**config.mk**
```make
export PLATFORM = sky130hd
export DESIGN_NAME = vgafetch_fifo
export DESIGN_NICKNAME = d
export VERILOG_FILES = /design/src/rtl/vgafetch_fifo.sv
export SDC_FILE = /design/constraint.sdc
export NUM_CORES = 1
export LEC_CHECK = 0
export BUFFER_PORTS_ARGS = -buffer_cell sky130_fd_sc_hd__buf_2
export CAP_MARGIN = 5
export CORE_MARGIN = 5
export CORE_UTILIZATION = 57
export DETAILED_ROUTE_END_ITERATION = 8
export PLACE_DENSITY = 0.78
export SLEW_MARGIN = 20
export SYNTH_ARGS = -nofsm -noshare
export SYNTH_HDL_FRONTEND = slang
export SYNTH_SLANG_ARGS = --single-unit
```
**constraint.sdc**
```tcl
create_clock -name clk -period 6.1 [get_ports clk]
set_input_delay 0 -clock clk [delete_from_list [all_inputs] [get_ports clk]]
set_output_delay 0 -clock clk [all_outputs]
set_load 0.02 [all_outputs]
```
**src/rtl/vgafetch_fifo.sv**
```systemverilog
// vgafetch_fifo: bus master that streams one frame of packed bitplane words
// from RAM into a small circular buffer. It presents the head word as four
// colour bytes, pops on the display's rd pulse and rewinds at each vsync.
module vgafetch_fifo #(
  parameter int ADDR_WIDTH  = 30,
  parameter int DEPTH_LOG2  = 4,
  parameter int FRAME_WORDS = 38400
) (
  input  logic                  clk,
  input  logic                  reset,
  input  logic [ADDR_WIDTH-1:0] base_addr,
  output logic                  addr_strobe,
  output logic [ADDR_WIDTH-1:0] addr,
  input  logic                  data_ready,
  input  logic [31:0]           data_in,
  input  logic                  rd,
  input  logic                  vsync_n,
  output logic [7:0]            red_byte,
  output logic [7:0]            green_byte,
  output logic [7:0]            blue_byte,
  output logic [7:0]            bright_byte,
  output logic                  underrun
);

  localparam int DEPTH = 1 << DEPTH_LOG2;
  localparam int PTR_W = DEPTH_LOG2 + 1;
  localparam int CNT_W = $clog2(FRAME_WORDS + 1);

  typedef enum logic {IDLE, REQ} state_t;

  state_t state, state_next;

  logic vs_meta, vs_sync, vs_hist;
  logic frame_start;

  logic [PTR_W-1:0] wr_ptr, rd_ptr, count;
  logic [PTR_W-1:0] wr_ptr_next, rd_ptr_next, count_next;
  logic [CNT_W-1:0] fetch_cnt;
  logic             frame_active;
  logic             discard;
  logic             wr_en;
  logic             pop;
  logic [31:0]      head_word;
  logic [31:0]      mem [DEPTH];

  // The synchronizer idles high so that leaving reset never looks like a vsync edge
  always_ff @(posedge clk or posedge reset) begin
    if (reset) begin
      vs_meta <= 1'b1;
      vs_sync <= 1'b1;
      vs_hist <= 1'b1;
    end else begin
      vs_meta <= vsync_n;
      vs_sync <= vs_meta;
      vs_hist <= vs_sync;
    end
  end

  assign frame_start = vs_hist & ~vs_sync;

  assign count       = wr_ptr - rd_ptr;
  assign addr_strobe = (state == REQ);

  // A word acked after a rewind belongs to the old frame and is dropped
  assign wr_en = (state == REQ) && data_ready && !discard && !frame_start;
  assign pop   = rd && (count != '0) && !frame_start;

  // Next pointer values, shared by the pointer registers and the output register
  always_comb begin
    wr_ptr_next = wr_ptr;
    rd_ptr_next = rd_ptr;
    if (frame_start) begin
      wr_ptr_next = '0;
      rd_ptr_next = '0;
    end else begin
      if (wr_en) wr_ptr_next = wr_ptr + PTR_W'(1);
      if (pop)   rd_ptr_next = rd_ptr + PTR_W'(1);
    end
  end

  assign count_next = wr_ptr_next - rd_ptr_next;

  // Fetch FSM: a request is issued only from IDLE, which leaves a gap cycle after every ack
  always_comb begin
    state_next = state;
    case (state)
      IDLE: begin
        if (frame_active && (count < PTR_W'(DEPTH)) &&
            (fetch_cnt < CNT_W'(FRAME_WORDS)) && !frame_start)
          state_next = REQ;
      end
      REQ: begin
        if (data_ready) state_next = IDLE;
      end
      default: state_next = IDLE;
    endcase
  end

  // Control registers; a rewind overrides any write or pop in the same cycle
  always_ff @(posedge clk or posedge reset) begin
    if (reset) begin
      state        <= IDLE;
      wr_ptr       <= '0;
      rd_ptr       <= '0;
      fetch_cnt    <= '0;
      addr         <= '0;
      underrun     <= 1'b0;
      frame_active <= 1'b0;
      discard      <= 1'b0;
    end else begin
      state  <= state_next;
      wr_ptr <= wr_ptr_next;
      rd_ptr <= rd_ptr_next;
      if (frame_start) begin
        fetch_cnt    <= '0;
        addr         <= base_addr;
        underrun     <= 1'b0;
        frame_active <= 1'b1;
        discard      <= (state == REQ) && !data_ready;
      end else begin
        if (wr_en) begin
          fetch_cnt <= fetch_cnt + CNT_W'(1);
          addr      <= addr + ADDR_WIDTH'(1);
        end
        if ((state == REQ) && data_ready) discard <= 1'b0;
        if (rd && (count == '0)) underrun <= 1'b1;
      end
    end
  end

  // Buffer storage has no reset; only slots behind wr_ptr are ever read
  always_ff @(posedge clk) begin
    if (wr_en) mem[wr_ptr[DEPTH_LOG2-1:0]] <= data_in;
  end

  // Bypass so a word written into an empty buffer reaches the outputs with no extra cycle
  always_comb begin
    head_word = mem[rd_ptr_next[DEPTH_LOG2-1:0]];
    if (wr_en && (rd_ptr_next == wr_ptr)) head_word = data_in;
  end

  // Output register tracks the head word and holds while the buffer is empty
  always_ff @(posedge clk or posedge reset) begin
    if (reset) begin
      red_byte    <= '0;
      green_byte  <= '0;
      blue_byte   <= '0;
      bright_byte <= '0;
    end else if (count_next != '0) begin
      red_byte    <= head_word[7:0];
      green_byte  <= head_word[15:8];
      blue_byte   <= head_word[23:16];
      bright_byte <= head_word[31:24];
    end
  end

endmodule

```
==> out/metrics.csv <==
stage;metric;value;unit
logic_synthesis;netlist_area;25100;um2
logic_synthesis;yosysWarnings;0;
setup_path;required;6610;ps
logic_synthesis;syn_nets;1859;
setup_path;worstSetupEndpointType;register;
logic_synthesis;synth-seq-area-share;0.708;
logic_synthesis;synthXorXnorAreaFrac;0.0203;
clocking;postCtsSetupRepairBufs;0;
sta;setup_viol;0;
sta;relSlewSlack;0.237;
power_and_ir_drop;peakVddDrop;0.000363;V
final_layout;insertedDiodeCount;0;
logic_synthesis;synth.area.top_cells;edfxtp_1 61%, dfrtp_1 9.2%, a221oi_1 4.4%, mux2i_1 4.0%, nand2_1 3.0%;
power_and_ir_drop;cellLeakagePower;0.0102;uW
global_route;grt_start_max_net_pins;104;
final_layout;area_delta_synth_final;15.2;%
logic_synthesis;async_reset_ff_frac;0.157;
clocking;cts_made_buffers;57;
logic_synthesis;synth-seq-cells;607;
drt;drtIter0Drc;1806;
min_path;hp-class;in -> reg;
clocking;clk_path_buf_depth;3;
power_and_ir_drop;powerDensity;452;nW/um2
floorplan;dieArea;48300;um2
clocking;h-tree-depth;2;
sta;min_period;5460;ps
global_route;grt.overflow.total;0;
final_layout;num-nets-final;2033;
drt;wirelength;64.7;mm
logic_synthesis;ys_types;62;
drt;firstDrtPassIters;6;
drt;vias;16600;
run_status;outcome;complete, no violations;
sta;hold_slack;25.2;ps
logic_synthesis;synth_common_cells;512 x edfxtp_1, 203 x nand2_1, 134 x a21oi_1, 126 x a221oi_1, 100 x mux2i_1;
setup_path;arrival;5980;ps
setup_path;cpMostUsedCell;buf_4;
drt;routed_via_density;6.43;
global_route;grt_pass1_vias;16700;
clocking;cts_resized;0;
floorplan;start_util;0.579;
logic_synthesis;synth_flop_cell;edfxtp_1;
setup_path;slowest_stage;buf_4;
clocking;worstSkewPairLatency;630;ps
floorplan;fp-row-count;76;
logic_synthesis;synth_edf_count;512;
logic_synthesis;synth_most_common_cell;edfxtp_1;
floorplan;die_h;220;um
logic_synthesis;synth_top_family_by_area;compound AO/OA/AOI/OAI gates;
setup_path;cp_max_fo;103;
logic_synthesis;syn-mean-instance-area;14.1;um2
place;gp_congestion;0.839;
setup_path;crit_type;reg -> reg;
floorplan;die-width;220;um
clocking;cts_tree;done;
sta;fmax;183;MHz
logic_synthesis;yosys.area.top_type;edfxtp_1;
logic_synthesis;post-synth-top-area-fraction;0.613;
global_route;grt_pass1_wl;98.2;mm
logic_synthesis;synthAdderAreaFrac;0.00749;
sta;skew;15.3;ps
clocking;cts_sinks;607;
clocking;hold_buffers;67;
drt;ant_nets;0;
place;place_hpwl;34.1;mm
sta;tns;0;ps
flow_run;drv_cap;0;
final_layout;drive_gt1_frac;0.151;
drt;remaining_drc_errors;0;
sta;final-max-slew-violation-count;0;
sta;min_period_over_period;0.896;
logic_synthesis;synth_mux_area_frac;0.0405;
logic_synthesis;synthSimpleGateAreaFrac;0.0882;
setup_path;path_cells;inv_1 > ha_1 > or2_2 > o22ai_1 > xor2_1 > a41o_4 > mux2i_4 > buf_4 > buf_4 > a21oi_1 > a221oi_1 > nor4_1 > a211oi_1;
sta;rsz0062_at_grt;no;
place;io_buffers;130;
place;pre_cts_slack;767;ps
sta;tightest_slew;1140;ps
power_and_ir_drop;finalPower;13000;uW
setup_path;slowest_delay;1020;ps
sta;fin_ws;636;ps
global_route;antenna_found_initial;1;
drt;post_drt_wl_per_cell;25.1;um
logic_synthesis;synth_cells;1777;
clocking;root_buffer;clkbuf_16;
floorplan;io_pins;131;
setup_path;startpoint_type;register;
logic_synthesis;synth-compound-area-share;0.110;
floorplan;core;43300;um2
clocking;path_clk_slew;60;ps
global_route;grt.total_usage;0.267;
sta;hold_violations;0;
## sequential cells by signal (all words and copies together), names as in the netlist
signal        cells
red_byte          8
addr_strobe       1
mem             512
wr_ptr            5
fetch_cnt        16
green_byte        8
addr             30
vs_sync           1
frame_active      1
blue_byte         8
vs_meta           1
rd_ptr            5
underrun          1
vs_hist           1
bright_byte       8
discard           1
## worst max-delay path: cells and delay by family (launching register included)
family,cells,cell delay (ps)
and+or+nand+nor,2,350
xor gates and xnor gates,1,510
buffers and inverters,3,1990
AOI/OAI and AO/OA,5,1450
DFF,1,470
muxes,1,290
adders and majority gates,1,240
## cells in the final DEF (no fill, tap or decap), types with 4 or more instances in the layout
cell and instances:
nor2b_1 34, clkbuf_8 8, dfrtp_1 92, dlygate4sd3_1 67, and3_1 12, mux2i_1 99, nor4_1 65, nand2_1 203
nand3_1 18, clkinv_2 10, a21oi_1 134, a31oi_1 4, o21ai_0 34, nor3_1 10, nor2_1 70, clkinv_1 8
inv_1 14, and2_2 12, clkbuf_1 13, ha_1 15, clkbuf_16 58, a211oi_1 65, a221oi_1 126, xnor2_1 21
buf_2 130, xor2_1 34, edfxtp_1 512, nand2b_1 7, nand4_1 11, buf_4 38
## path summary, 6_finish.rpt
check / start / to / slack, ps / depth (start not counted)
max: rd_ptr[2] / bright_byte[2] / 640 / 13
min: vsync_n / vs_meta / 30 / 2
max reg2reg: rd_ptr[2] / bright_byte[2] / 640 / 13
min reg2reg: vs_meta / vs_sync / 360 / 0
max in group asynchronous: reset / bright_byte[4] / 4180 / 5
min in group asynchronous: reset / green_byte[4] / 570 / 4
## stage by stage
step / area [um2] / util / std cells
final: 28900 / 0.667 / 2583
after global routing: 28900 / 0.667 / 2583
after CTS: 28800 / 0.667 / 2582
after detailed placement: 26400 / 0.609 / 2409
after global placement: 26300 / 0.609 / 2408
after floorplan: 25100 / - / 1777
## final cells by class
cell class,instances,area (um2)
Multi-Input combinational cell,1028,6810
Fill cell,2877,14400
Inverter,18,72.6
Clock inverter,27,214
Clock buffer,79,1610
Sequential cell,607,17800
Tap cell,585,732
Timing Repair Buffer,239,1660
## logic make-up (layout without fill, tap and decap cells)
group / Yosys count / count (layout)
DFF: 607 / 607
AOI/OAI and AO/OA: 391 / 391
muxes: 101 / 101
and+or+nand+nor: 465 / 465
xor gates and xnor gates: 56 / 56
buffers and inverters: 142 / 363
adders and majority gates: 15 / 15
## per-layer routing
metal | wire length (um) | GRT usage
met5 | 13 | 0
met4 | 2600 | 0.108
met1 | 24500 | 0.357
met2 | 31400 | 0.437
met3 | 6290 | 0.0495
## where the power goes
part / total (uW) / switching [uW] / internal, uW
Combinational: 4620 / 3070 / 1550
Clock: 3440 / 1510 / 1930
Sequential: 4990 / 207 / 4780
Total: 13000 / 4780 / 8260
No activity file was read; power rests on OpenSTA's default activity.
